`src/rtl/utils_pkg.sv`:
```
// Shared AXI4 types for the pipeline bridge: channel payloads and flat port structs.
// Latency: n/a (types and constants only).
// Backpressure: n/a (types and constants only).
package utils_pkg;

  localparam int AXI_PIPE_MAX_DEPTH = 16;
  localparam int AXI_ID_W   = 4;
  localparam int AXI_ADDR_W = 32;
  localparam int AXI_DATA_W = 32;
  localparam int AXI_STRB_W = AXI_DATA_W / 8;
  localparam int AXI_USER_W = 1;

  typedef enum logic [1:0] {
    RESP_OKAY   = 2'b00,
    RESP_EXOKAY = 2'b01,
    RESP_SLVERR = 2'b10,
    RESP_DECERR = 2'b11
  } axi_resp_e;

  typedef struct packed {
    logic [AXI_ID_W-1:0]   id;
    logic [AXI_ADDR_W-1:0] addr;
    logic [7:0]            len;
    logic [2:0]            size;
    logic [1:0]            burst;
    logic                  lock;
    logic [3:0]            cache;
    logic [2:0]            prot;
    logic [3:0]            qos;
    logic [3:0]            region;
    logic [AXI_USER_W-1:0] user;
  } s_axi_aw_t;

  typedef s_axi_aw_t s_axi_ar_t;

  typedef struct packed {
    logic [AXI_DATA_W-1:0] data;
    logic [AXI_STRB_W-1:0] strb;
    logic                  last;
    logic [AXI_USER_W-1:0] user;
  } s_axi_w_t;

  typedef struct packed {
    logic [AXI_ID_W-1:0]   id;
    logic [1:0]            resp;
    logic [AXI_USER_W-1:0] user;
  } s_axi_b_t;

  typedef struct packed {
    logic [AXI_ID_W-1:0]   id;
    logic [AXI_DATA_W-1:0] data;
    logic [1:0]            resp;
    logic                  last;
    logic [AXI_USER_W-1:0] user;
  } s_axi_r_t;

  // Field order matches the per-channel payload structs so the top can pack by concatenation.
  typedef struct packed {
    logic [AXI_ID_W-1:0]   awid;
    logic [AXI_ADDR_W-1:0] awaddr;
    logic [7:0]            awlen;
    logic [2:0]            awsize;
    logic [1:0]            awburst;
    logic                  awlock;
    logic [3:0]            awcache;
    logic [2:0]            awprot;
    logic [3:0]            awqos;
    logic [3:0]            awregion;
    logic [AXI_USER_W-1:0] awuser;
    logic                  awvalid;
    logic [AXI_DATA_W-1:0] wdata;
    logic [AXI_STRB_W-1:0] wstrb;
    logic                  wlast;
    logic [AXI_USER_W-1:0] wuser;
    logic                  wvalid;
    logic                  bready;
    logic [AXI_ID_W-1:0]   arid;
    logic [AXI_ADDR_W-1:0] araddr;
    logic [7:0]            arlen;
    logic [2:0]            arsize;
    logic [1:0]            arburst;
    logic                  arlock;
    logic [3:0]            arcache;
    logic [2:0]            arprot;
    logic [3:0]            arqos;
    logic [3:0]            arregion;
    logic [AXI_USER_W-1:0] aruser;
    logic                  arvalid;
    logic                  rready;
  } s_axi_mosi_t;

  typedef struct packed {
    logic                  awready;
    logic                  wready;
    logic [AXI_ID_W-1:0]   bid;
    logic [1:0]            bresp;
    logic [AXI_USER_W-1:0] buser;
    logic                  bvalid;
    logic                  arready;
    logic [AXI_ID_W-1:0]   rid;
    logic [AXI_DATA_W-1:0] rdata;
    logic [1:0]            rresp;
    logic                  rlast;
    logic [AXI_USER_W-1:0] ruser;
    logic                  rvalid;
  } s_axi_miso_t;

  // Pointer width for a ring of 'depth' entries; never narrower than one bit.
  function automatic int fifo_ptr_w(input int depth);
    return (depth > 1) ? $clog2(depth) : 1;
  endfunction

endpackage

```
`src/rtl/axi_chan_fifo.sv`:
```
// Elastic buffer for one AXI channel: circular FIFO of DEPTH entries, or a wire when DEPTH==0.
// Latency: 1 cycle from accept to output when empty (no bypass); 0 cycles when DEPTH==0.
// Backpressure: in_ready depends only on stored count (full refuses push even with a same-cycle pop).
module axi_chan_fifo
  import utils_pkg::*;
#(
  parameter type T     = logic,
  parameter int  DEPTH = 2
) (
  input  logic clk,
  input  logic rst,
  input  logic in_valid,
  output logic in_ready,
  input  T     in_data,
  output logic out_valid,
  input  logic out_ready,
  output T     out_data
);

  generate
    if (DEPTH == 0) begin : g_pass
      assign out_valid = in_valid;
      assign in_ready  = out_ready;
      assign out_data  = in_data;

      // Clock and reset have no role in the wire-through form.
      logic w_unused_clk_rst;
      assign w_unused_clk_rst = clk ^ rst;
    end else begin : g_fifo
      localparam int PW = fifo_ptr_w(DEPTH);
      localparam int CW = $clog2(DEPTH + 1);
      localparam logic [PW-1:0] LAST_PTR = PW'(DEPTH - 1);
      localparam logic [CW-1:0] FULL_CNT = CW'(DEPTH);

      T              r_mem [DEPTH];
      logic [PW-1:0] r_wr_ptr;
      logic [PW-1:0] r_rd_ptr;
      logic [CW-1:0] r_count;
      logic          w_push;
      logic          w_pop;

      // Held low while in reset so nothing is accepted or presented.
      assign in_ready  = rst && (r_count != FULL_CNT);
      assign out_valid = rst && (r_count != '0);
      assign w_push    = in_valid && in_ready;
      assign w_pop     = out_valid && out_ready;
      assign out_data  = r_mem[r_rd_ptr];

      // Payload storage; deliberately not reset.
      always_ff @(posedge clk) begin
        if (w_push) begin
          r_mem[r_wr_ptr] <= in_data;
        end
      end

      // Ring pointers and occupancy; pointers wrap at DEPTH-1 so any depth works.
      always_ff @(posedge clk) begin
        if (!rst) begin
          r_wr_ptr <= '0;
          r_rd_ptr <= '0;
          r_count  <= '0;
        end else begin
          if (w_push) begin
            r_wr_ptr <= (r_wr_ptr == LAST_PTR) ? '0 : r_wr_ptr + 1'b1;
          end
          if (w_pop) begin
            r_rd_ptr <= (r_rd_ptr == LAST_PTR) ? '0 : r_rd_ptr + 1'b1;
          end
          case ({w_push, w_pop})
            2'b10:   r_count <= r_count + 1'b1;
            2'b01:   r_count <= r_count - 1'b1;
            default: r_count <= r_count;
          endcase
        end
      end
    end
  endgenerate

endmodule

```
`src/rtl/axi_pipe_bridge.sv`:
```
// AXI4 pipeline bridge: five independent channel buffers between s_mosi/s_miso and m_mosi/m_miso.
// Latency: 1 cycle per buffered channel, 0 for any channel with depth 0.
// Backpressure: per-channel registered ready; optional counters under AXI_PIPE_BRIDGE_STATS_EN.
module axi_pipe_bridge
  import utils_pkg::*;
#(
  parameter int AW_DEPTH = 2,
  parameter int W_DEPTH  = 2,
  parameter int B_DEPTH  = 2,
  parameter int AR_DEPTH = 2,
  parameter int R_DEPTH  = 2
) (
  input  logic        clk,
  input  logic        rst,
  input  s_axi_mosi_t s_mosi,
  output s_axi_miso_t s_miso,
  output s_axi_mosi_t m_mosi,
  input  s_axi_miso_t m_miso
`ifdef AXI_PIPE_BRIDGE_STATS_EN
  ,
  output logic [31:0] aw_cnt,
  output logic [31:0] ar_cnt,
  output logic [31:0] wbeat_cnt,
  output logic [31:0] rbeat_cnt,
  output logic [31:0] stall_cnt
`endif
);

  s_axi_aw_t w_aw_in, w_aw_out;
  s_axi_w_t  w_w_in,  w_w_out;
  s_axi_b_t  w_b_in,  w_b_out;
  s_axi_ar_t w_ar_in, w_ar_out;
  s_axi_r_t  w_r_in,  w_r_out;
  logic w_aw_rdy, w_aw_vld, w_w_rdy, w_w_vld, w_b_rdy, w_b_vld;
  logic w_ar_rdy, w_ar_vld, w_r_rdy, w_r_vld;

  assign w_aw_in = {s_mosi.awid, s_mosi.awaddr, s_mosi.awlen, s_mosi.awsize, s_mosi.awburst,
                    s_mosi.awlock, s_mosi.awcache, s_mosi.awprot, s_mosi.awqos,
                    s_mosi.awregion, s_mosi.awuser};
  assign w_w_in  = {s_mosi.wdata, s_mosi.wstrb, s_mosi.wlast, s_mosi.wuser};
  assign w_b_in  = {m_miso.bid, m_miso.bresp, m_miso.buser};
  assign w_ar_in = {s_mosi.arid, s_mosi.araddr, s_mosi.arlen, s_mosi.arsize, s_mosi.arburst,
                    s_mosi.arlock, s_mosi.arcache, s_mosi.arprot, s_mosi.arqos,
                    s_mosi.arregion, s_mosi.aruser};
  assign w_r_in  = {m_miso.rid, m_miso.rdata, m_miso.rresp, m_miso.rlast, m_miso.ruser};

  axi_chan_fifo #(.T(s_axi_aw_t), .DEPTH(AW_DEPTH)) u_aw (
    .clk(clk), .rst(rst),
    .in_valid(s_mosi.awvalid), .in_ready(w_aw_rdy), .in_data(w_aw_in),
    .out_valid(w_aw_vld), .out_ready(m_miso.awready), .out_data(w_aw_out)
  );

  axi_chan_fifo #(.T(s_axi_w_t), .DEPTH(W_DEPTH)) u_w (
    .clk(clk), .rst(rst),
    .in_valid(s_mosi.wvalid), .in_ready(w_w_rdy), .in_data(w_w_in),
    .out_valid(w_w_vld), .out_ready(m_miso.wready), .out_data(w_w_out)
  );

  axi_chan_fifo #(.T(s_axi_b_t), .DEPTH(B_DEPTH)) u_b (
    .clk(clk), .rst(rst),
    .in_valid(m_miso.bvalid), .in_ready(w_b_rdy), .in_data(w_b_in),
    .out_valid(w_b_vld), .out_ready(s_mosi.bready), .out_data(w_b_out)
  );

  axi_chan_fifo #(.T(s_axi_ar_t), .DEPTH(AR_DEPTH)) u_ar (
    .clk(clk), .rst(rst),
    .in_valid(s_mosi.arvalid), .in_ready(w_ar_rdy), .in_data(w_ar_in),
    .out_valid(w_ar_vld), .out_ready(m_miso.arready), .out_data(w_ar_out)
  );

  axi_chan_fifo #(.T(s_axi_r_t), .DEPTH(R_DEPTH)) u_r (
    .clk(clk), .rst(rst),
    .in_valid(m_miso.rvalid), .in_ready(w_r_rdy), .in_data(w_r_in),
    .out_valid(w_r_vld), .out_ready(s_mosi.rready), .out_data(w_r_out)
  );

  // Port structs are laid out in channel-payload order, so concatenation packs them.
  assign m_mosi = {w_aw_out, w_aw_vld, w_w_out, w_w_vld, w_b_rdy, w_ar_out, w_ar_vld, w_r_rdy};
  assign s_miso = {w_aw_rdy, w_w_rdy, w_b_out, w_b_vld, w_ar_rdy, w_r_out, w_r_vld};

`ifdef AXI_PIPE_BRIDGE_STATS_EN
  logic [31:0] r_aw_cnt, r_ar_cnt, r_wbeat_cnt, r_rbeat_cnt, r_stall_cnt;
  logic        w_stall;

  assign w_stall = (w_aw_vld && !m_miso.awready) || (w_w_vld && !m_miso.wready) ||
                   (w_ar_vld && !m_miso.arready) || (m_miso.bvalid && !w_b_rdy) ||
                   (m_miso.rvalid && !w_r_rdy);

  // Downstream-side handshake and stall counters; wrap naturally at 2^32.
  always_ff @(posedge clk) begin
    if (!rst) begin
      r_aw_cnt    <= '0;
      r_ar_cnt    <= '0;
      r_wbeat_cnt <= '0;
      r_rbeat_cnt <= '0;
      r_stall_cnt <= '0;
    end else begin
      if (w_aw_vld && m_miso.awready) r_aw_cnt    <= r_aw_cnt + 32'd1;
      if (w_ar_vld && m_miso.arready) r_ar_cnt    <= r_ar_cnt + 32'd1;
      if (w_w_vld && m_miso.wready)   r_wbeat_cnt <= r_wbeat_cnt + 32'd1;
      if (m_miso.rvalid && w_r_rdy)   r_rbeat_cnt <= r_rbeat_cnt + 32'd1;
      if (w_stall)                    r_stall_cnt <= r_stall_cnt + 32'd1;
    end
  end

  assign aw_cnt    = r_aw_cnt;
  assign ar_cnt    = r_ar_cnt;
  assign wbeat_cnt = r_wbeat_cnt;
  assign rbeat_cnt = r_rbeat_cnt;
  assign stall_cnt = r_stall_cnt;
`endif

endmodule

```
`config.mk`:
```
export PLATFORM = sky130hd
export DESIGN_NAME = axi_pipe_bridge
export DESIGN_NICKNAME = d
export VERILOG_FILES = /design/src/rtl/utils_pkg.sv /design/src/rtl/axi_chan_fifo.sv /design/src/rtl/axi_pipe_bridge.sv
export SDC_FILE = /design/constraint.sdc
export NUM_CORES = 1
export LEC_CHECK = 0
export ABC_AREA = 1
export CORE_ASPECT_RATIO = 1.75
export CORE_MARGIN = 8
export CORE_UTILIZATION = 53
export CTS_CLUSTER_SIZE = 24
export DETAILED_ROUTE_END_ITERATION = 7
export PLACE_DENSITY = 0.86
export SLEW_MARGIN = 30
export SYNTH_ARGS = -nofsm -noshare
export SYNTH_HDL_FRONTEND = slang
export SYNTH_SLANG_ARGS = --single-unit
```
`constraint.sdc`:
```
create_clock -name clk -period 11.9 [get_ports clk]
set_input_delay 1.785 -clock clk [delete_from_list [all_inputs] [get_ports clk]]
set_output_delay 1.785 -clock clk [all_outputs]
set_load 0.005 [all_outputs]
```
-- After elaboration in Yosys (flattened, before gate mapping)
Memories as Yosys holds them, arrays and structs flattened. A register that Yosys moved wholly into a read port is not among the register bits.
Index checks and enable logic that the tools add are counted.
- word-level logic and storage cells: 120
- output and inout bits: 227
- RAM bits: 434
- memories kept: 5
- input port bits: 229
- register bits after elaboration: 20
- equality and inequality tests: 15
- add/subtract/negate cells: 20
- multiplexer cells: 35
- reduce and logical (&&, ||, !) cells: 30
- memory list (memory ; depth ; width ; read ports ; clocked after Yosys merged registers in ; wr ports ; line ; text):
    u_ar.g_fifo.r_mem ; 2 ; 66 ; 1 ; 1 ; 1 ; axi_chan_fifo.sv:35 ; T r_mem [DEPTH];
    u_aw.g_fifo.r_mem ; 2 ; 66 ; 1 ; 1 ; 1 ; axi_chan_fifo.sv:35 ;
    u_r.g_fifo.r_mem ; 2 ; 40 ; 1 ; 1 ; 1 ; axi_chan_fifo.sv:35 ;
    u_w.g_fifo.r_mem ; 2 ; 38 ; 1 ; 1 ; 1 ; axi_chan_fifo.sv:35 ;
    u_b.g_fifo.r_mem ; 2 ; 7 ; 1 ; 1 ; 1 ; axi_chan_fifo.sv:35 ;
- operators by type and width (operator ; count):
    1-bit 2-to-1 mux ; 30
    1-bit logical AND ; 20
    2-bit case mux with 2 select lines ; 5
    2-bit nonzero test ; 10
    1-bit adder (second input constant) ; 10
    2-bit by 1-bit adder with 2-bit output (second input constant) ; 5
    2-bit by 1-bit == test with 1-bit output (second input constant) ; 5
    2-bit == test (second input constant) ; 5
    2-bit inequality test (second input constant) ; 5
    2-bit by 1-bit subtractor with 2-bit output (second input constant) ; 5

-- Depth between registers and ports, before layout
- word-level depth: 5
- gate-level depth with buffers: 10
- gate-level depth less buffers: 10

-- Hierarchy
Synthesis repeated with hierarchy kept, for this count alone.
- cell total of the unflattened synthesis: 909
- area total of the unflattened synthesis: 17544.3 µm²
- modules (own cells, without submodules) (module ; cells each ; area each (µm²) ; seq. area each (µm²) ; times used):
    axi_chan_fifo (u_ar ...) ; 250 ; 5198.7 ; 4063.9 ; 2
    axi_chan_fifo (u_r) ; 169 ; 3178.0 ; 2502.4 ; 1
    axi_chan_fifo (u_w) ; 163 ; 3099.2 ; 2382.3 ; 1
    axi_chan_fifo (u_b) ; 67 ; 794.5 ; 520.5 ; 1
    axi_pipe_bridge ; 10 ; 75.1 ; 0.0 ; 1

-- Worst setup path before layout
Ideal clock, no wire load.
- path kind: input to register
- start: in rst
- end: mem u_aw.g_fifo.r_mem[0][0] in the netlist's numbering (enable)
- slack: 6607 ps
- data required time: 11410 ps
- buffers on the path: 1
- stages on the path: 3
- arrival: 4803 ps
- setup time: 490 ps
- cell sequence: buf_4 > nand3_2 > nor2_1
- longest elaborated chain between the ends: 4
- ends and longest elaborated chain (what ; line ; text):
    start, declared ; axi_pipe_bridge.sv:14 ; input logic rst,
    1-bit logical AND ; axi_chan_fifo.sv:43 ; assign in_ready = rst && (r_count != FULL_CNT);
    1-bit logical AND ; axi_chan_fifo.sv:45 ; assign w_push = in_valid && in_ready;
    1-bit 2-to-1 mux ; axi_chan_fifo.sv:51 ; if (w_push) begin
    1-bit 2-to-1 mux (implied by the code) ; axi_chan_fifo.sv:52 ; r_mem[r_wr_ptr] <= in_data;
    end, declared ; axi_chan_fifo.sv:35 ;
No other way between the ends.

==> flow_summary.yaml <==
yosys:
  synth_edf_count: 434
  syn_avg_cell_area_um2: 19.3
  synth_top_family_by_area: "multiplexers"
  yosysUniqueCellTypes: 18
  synthArstFlopShare_pct: 0
  synth_nets: 1138
  synth_warnings: 0
  synthSimpleGateAreaFrac_pct: 2.85
  yosysTopAreaCell: "edfxtp_1"
  ys_seq_area_share_pct: 77.6
  netlist_area_mm2: 0.0175
  ys_ff_latch: 459
  yosysMostFrequentCell: "edfxtp_1"
  synth_fa_ha_area_share_pct: 0.359
  syn-instance-count: 904
  dominantRegCellSynth: "edfxtp_1"
  synth_xor_area_share_pct: 0
  synth-compound-area-share_pct: 0.574
  synthMuxAreaShare_pct: 15.9
  synth_common_cells: "edfxtp_1 (434), mux2_2 (124), mux2_4 (87)"
  synth_top_area_share_pct: 74.7
  netlist_top_cells_area: "edfxtp_1 (75%), mux2_2 (8.0%), mux2_4 (7.5%)"
critical_path:
  worstSetupPathType: "input port to output pin"
  end_kind: "output pin"
  r2r_slack_ns: 9.89
  startpoint_type: "input port"
  cp_max_fo: 41
  cp_data_arrival_time_ns: 3.62
  ff2ff_path_depth: 5
  cp.required_ns: 10.12
placed_design:
  io_buffers: 455
  hpwlAfterDp_um: 30900
  dpl.cell_count: 1741
  pre_cts_slack_ns: 6.52
  place.gp.congestion: 0.791
final_layout:
  fillers: 1952
  drive_above_1_share_pct: 20.8
  ff_latch_area_mm2: 0.0135
  area_growth_pct: 35.9
  final_cells: 1821
  final_nets: 1612
  multi_input_area_mm2: 0.00346
  post-route-util_pct: 72.5
detailed_routing:
  firstDrtPassIters: 6
  antenna_left: 0
  drc: 0
  drt-initial-drc-count: 416
  vias: 9499
  drt-wirelength-per-cell_um: 23.5
  viasPerCell: 5.22
  drt-total-wl_um: 42800
clock_network:
  clk_path_buf_depth: 3
  holdBufCountCts: 0
  post_cts_buffers: 0
  cts_buffers: 40
  cts_tree: "built"
  clkSlewWorstSetupHoldPaths_ns: 0.07
  htree_levels: 2
  cts.sinks: 459
  root_buffer: "clkbuf_16"
  clk_latency_ns: 0.53
  cts_resized: 0
floorplanning:
  io_pins: 456
  die_x_um: 153
  rows: 88
  die_h_um: 256
  core_area_mm2: 0.0327
  initial_core_util_pct: 53.4
  dieArea_mm2: 0.0392
global_route:
  grt-ovfl-total: 0
  grt_antenna_before_repair: 14
  grtUsageTotal_pct: 21.3
  grt_start_max_net_pins: 67
  grt_pass1_vias: 10500
  grt_pass1_wl_um: 62700
power:
  p_leak_nw: 8.29
  peakVddDrop_uv: 143
  p_per_area_mw_per_mm2: 146
  p_total_mw: 3.47
sta:
  hold_viol: 0
  finalSetupTns_ns: 0
  finalWorstSetupSlack_ns: 6.49
  tightest_slew_ns: 0.930
  period_share_pct: 45.5
  fmax_mhz: 185
  slew_headroom_pct: 38.0
  final-max-slew-violation-count: 0
  skew_ns: 0.0158
  rsz0062_at_grt: "no"
  setup_viol: 0
  final.min_clock_period_ns: 5.41
run_status:
  status: "finished, final reports clean"
min_path:
  holdPathStages: 4
  hp-class: "flip-flop to flip-flop"
job:
  drv_cap: 0
[logic make-up after synthesis]
family,Yosys count
AOI/OAI and AO/OA,20
and+or+nand+nor,115
muxes,217
DFF,459
adders and majority gates,5
buffers and inverters,88
[routing by layer]
| layer | global-route usage [%] | routed length, um | vias up |
|---|---|---|---|
| met5 | 0 | 41 | - |
| met4 | 10.8 | 1720 | 6 |
| met3 | 7.10 | 3600 | 92 |
| met2 | 40.7 | 24000 | 386 |
| met1 | 19.4 | 13400 | 4650 |
| li1 | - | - | 4365 |
[final timing paths]
check,start,to
worst max-delay path,rst,m_mosi[0]
worst min-delay path,u_b.g_fifo.r_rd_ptr$_SDFFE_PN0P_,flip-flop
worst max register to register,u_ar.g_fifo.r_count[0]$_SDFFE_PN0P_,u_ar.g_fifo.r_mem[0][64]$_DFFE_PP_
worst min register to register,u_b.g_fifo.r_rd_ptr$_SDFFE_PN0P_,flip-flop
[where the power goes]
group          internal (mW)  switching [mW]  leakage [nW]
registers               1.84          0.0279          4.19
logic                  0.242           0.149          3.50
clock network          0.679           0.538         0.592
total                   2.76           0.715          8.29
[stage by stage]
stage | hold slack (ns) | instance area [um2]
after floorplan | 0.501 | 17500
after global routing | 0.574 | 23700
final | 0.535 | 23700
after global placement | 0.510 | 22300
after CTS | 0.533 | 23700
after detailed placement | 0.531 | 22500
[registers in the layout, indices dropped and copies added (netlist names), 14 cells and up, named ones only]
name	count
u_aw.g_fifo.r_mem	132
u_b.g_fifo.r_mem	14
u_ar.g_fifo.r_mem	132
u_w.g_fifo.r_mem	76
u_r.g_fifo.r_mem	80
[cell type report]
type                       count  area share (%)
antenna                       10           0.106
inverter                      51           0.807
clock buffer                  49            4.50
multi-input combinational    357            14.6
sequential                   459            57.1
clock inverter                21           0.623
tap                          405            2.14
timing repair buffer         469            20.1
[critical path: stages]
cell and delay [ns]:
clkdlybuf4s50_1 0.47, buf_4 0.37, inv_2 0.19, a21oi_1 0.24
clkdlybuf4s50_1 0.57
[cell usage in the layout (no fill, tap or decap), types with 3 or more instances in the layout]
master	count
mux2_4	87
buf_4	7
buf_12	3
nor2_1	36
buf_16	3
clkbuf_16	41
clkbuf_1	7
clkinv_1	10
edfxtp_1	434
clkdlybuf4s50_1	455
nand4_1	15
nand3_1	7
nand2_1	50
inv_1	48
a21oi_1	15
o21ai_0	5
dfxtp_4	4
nor2_4	4
mux2_2	124
dfxtp_1	21
ha_1	5
clkinv_2	7
diode_2	10
mux2_1	6
nand3_2	3
inv_2	3
Power figures use the tool's default switching activity.
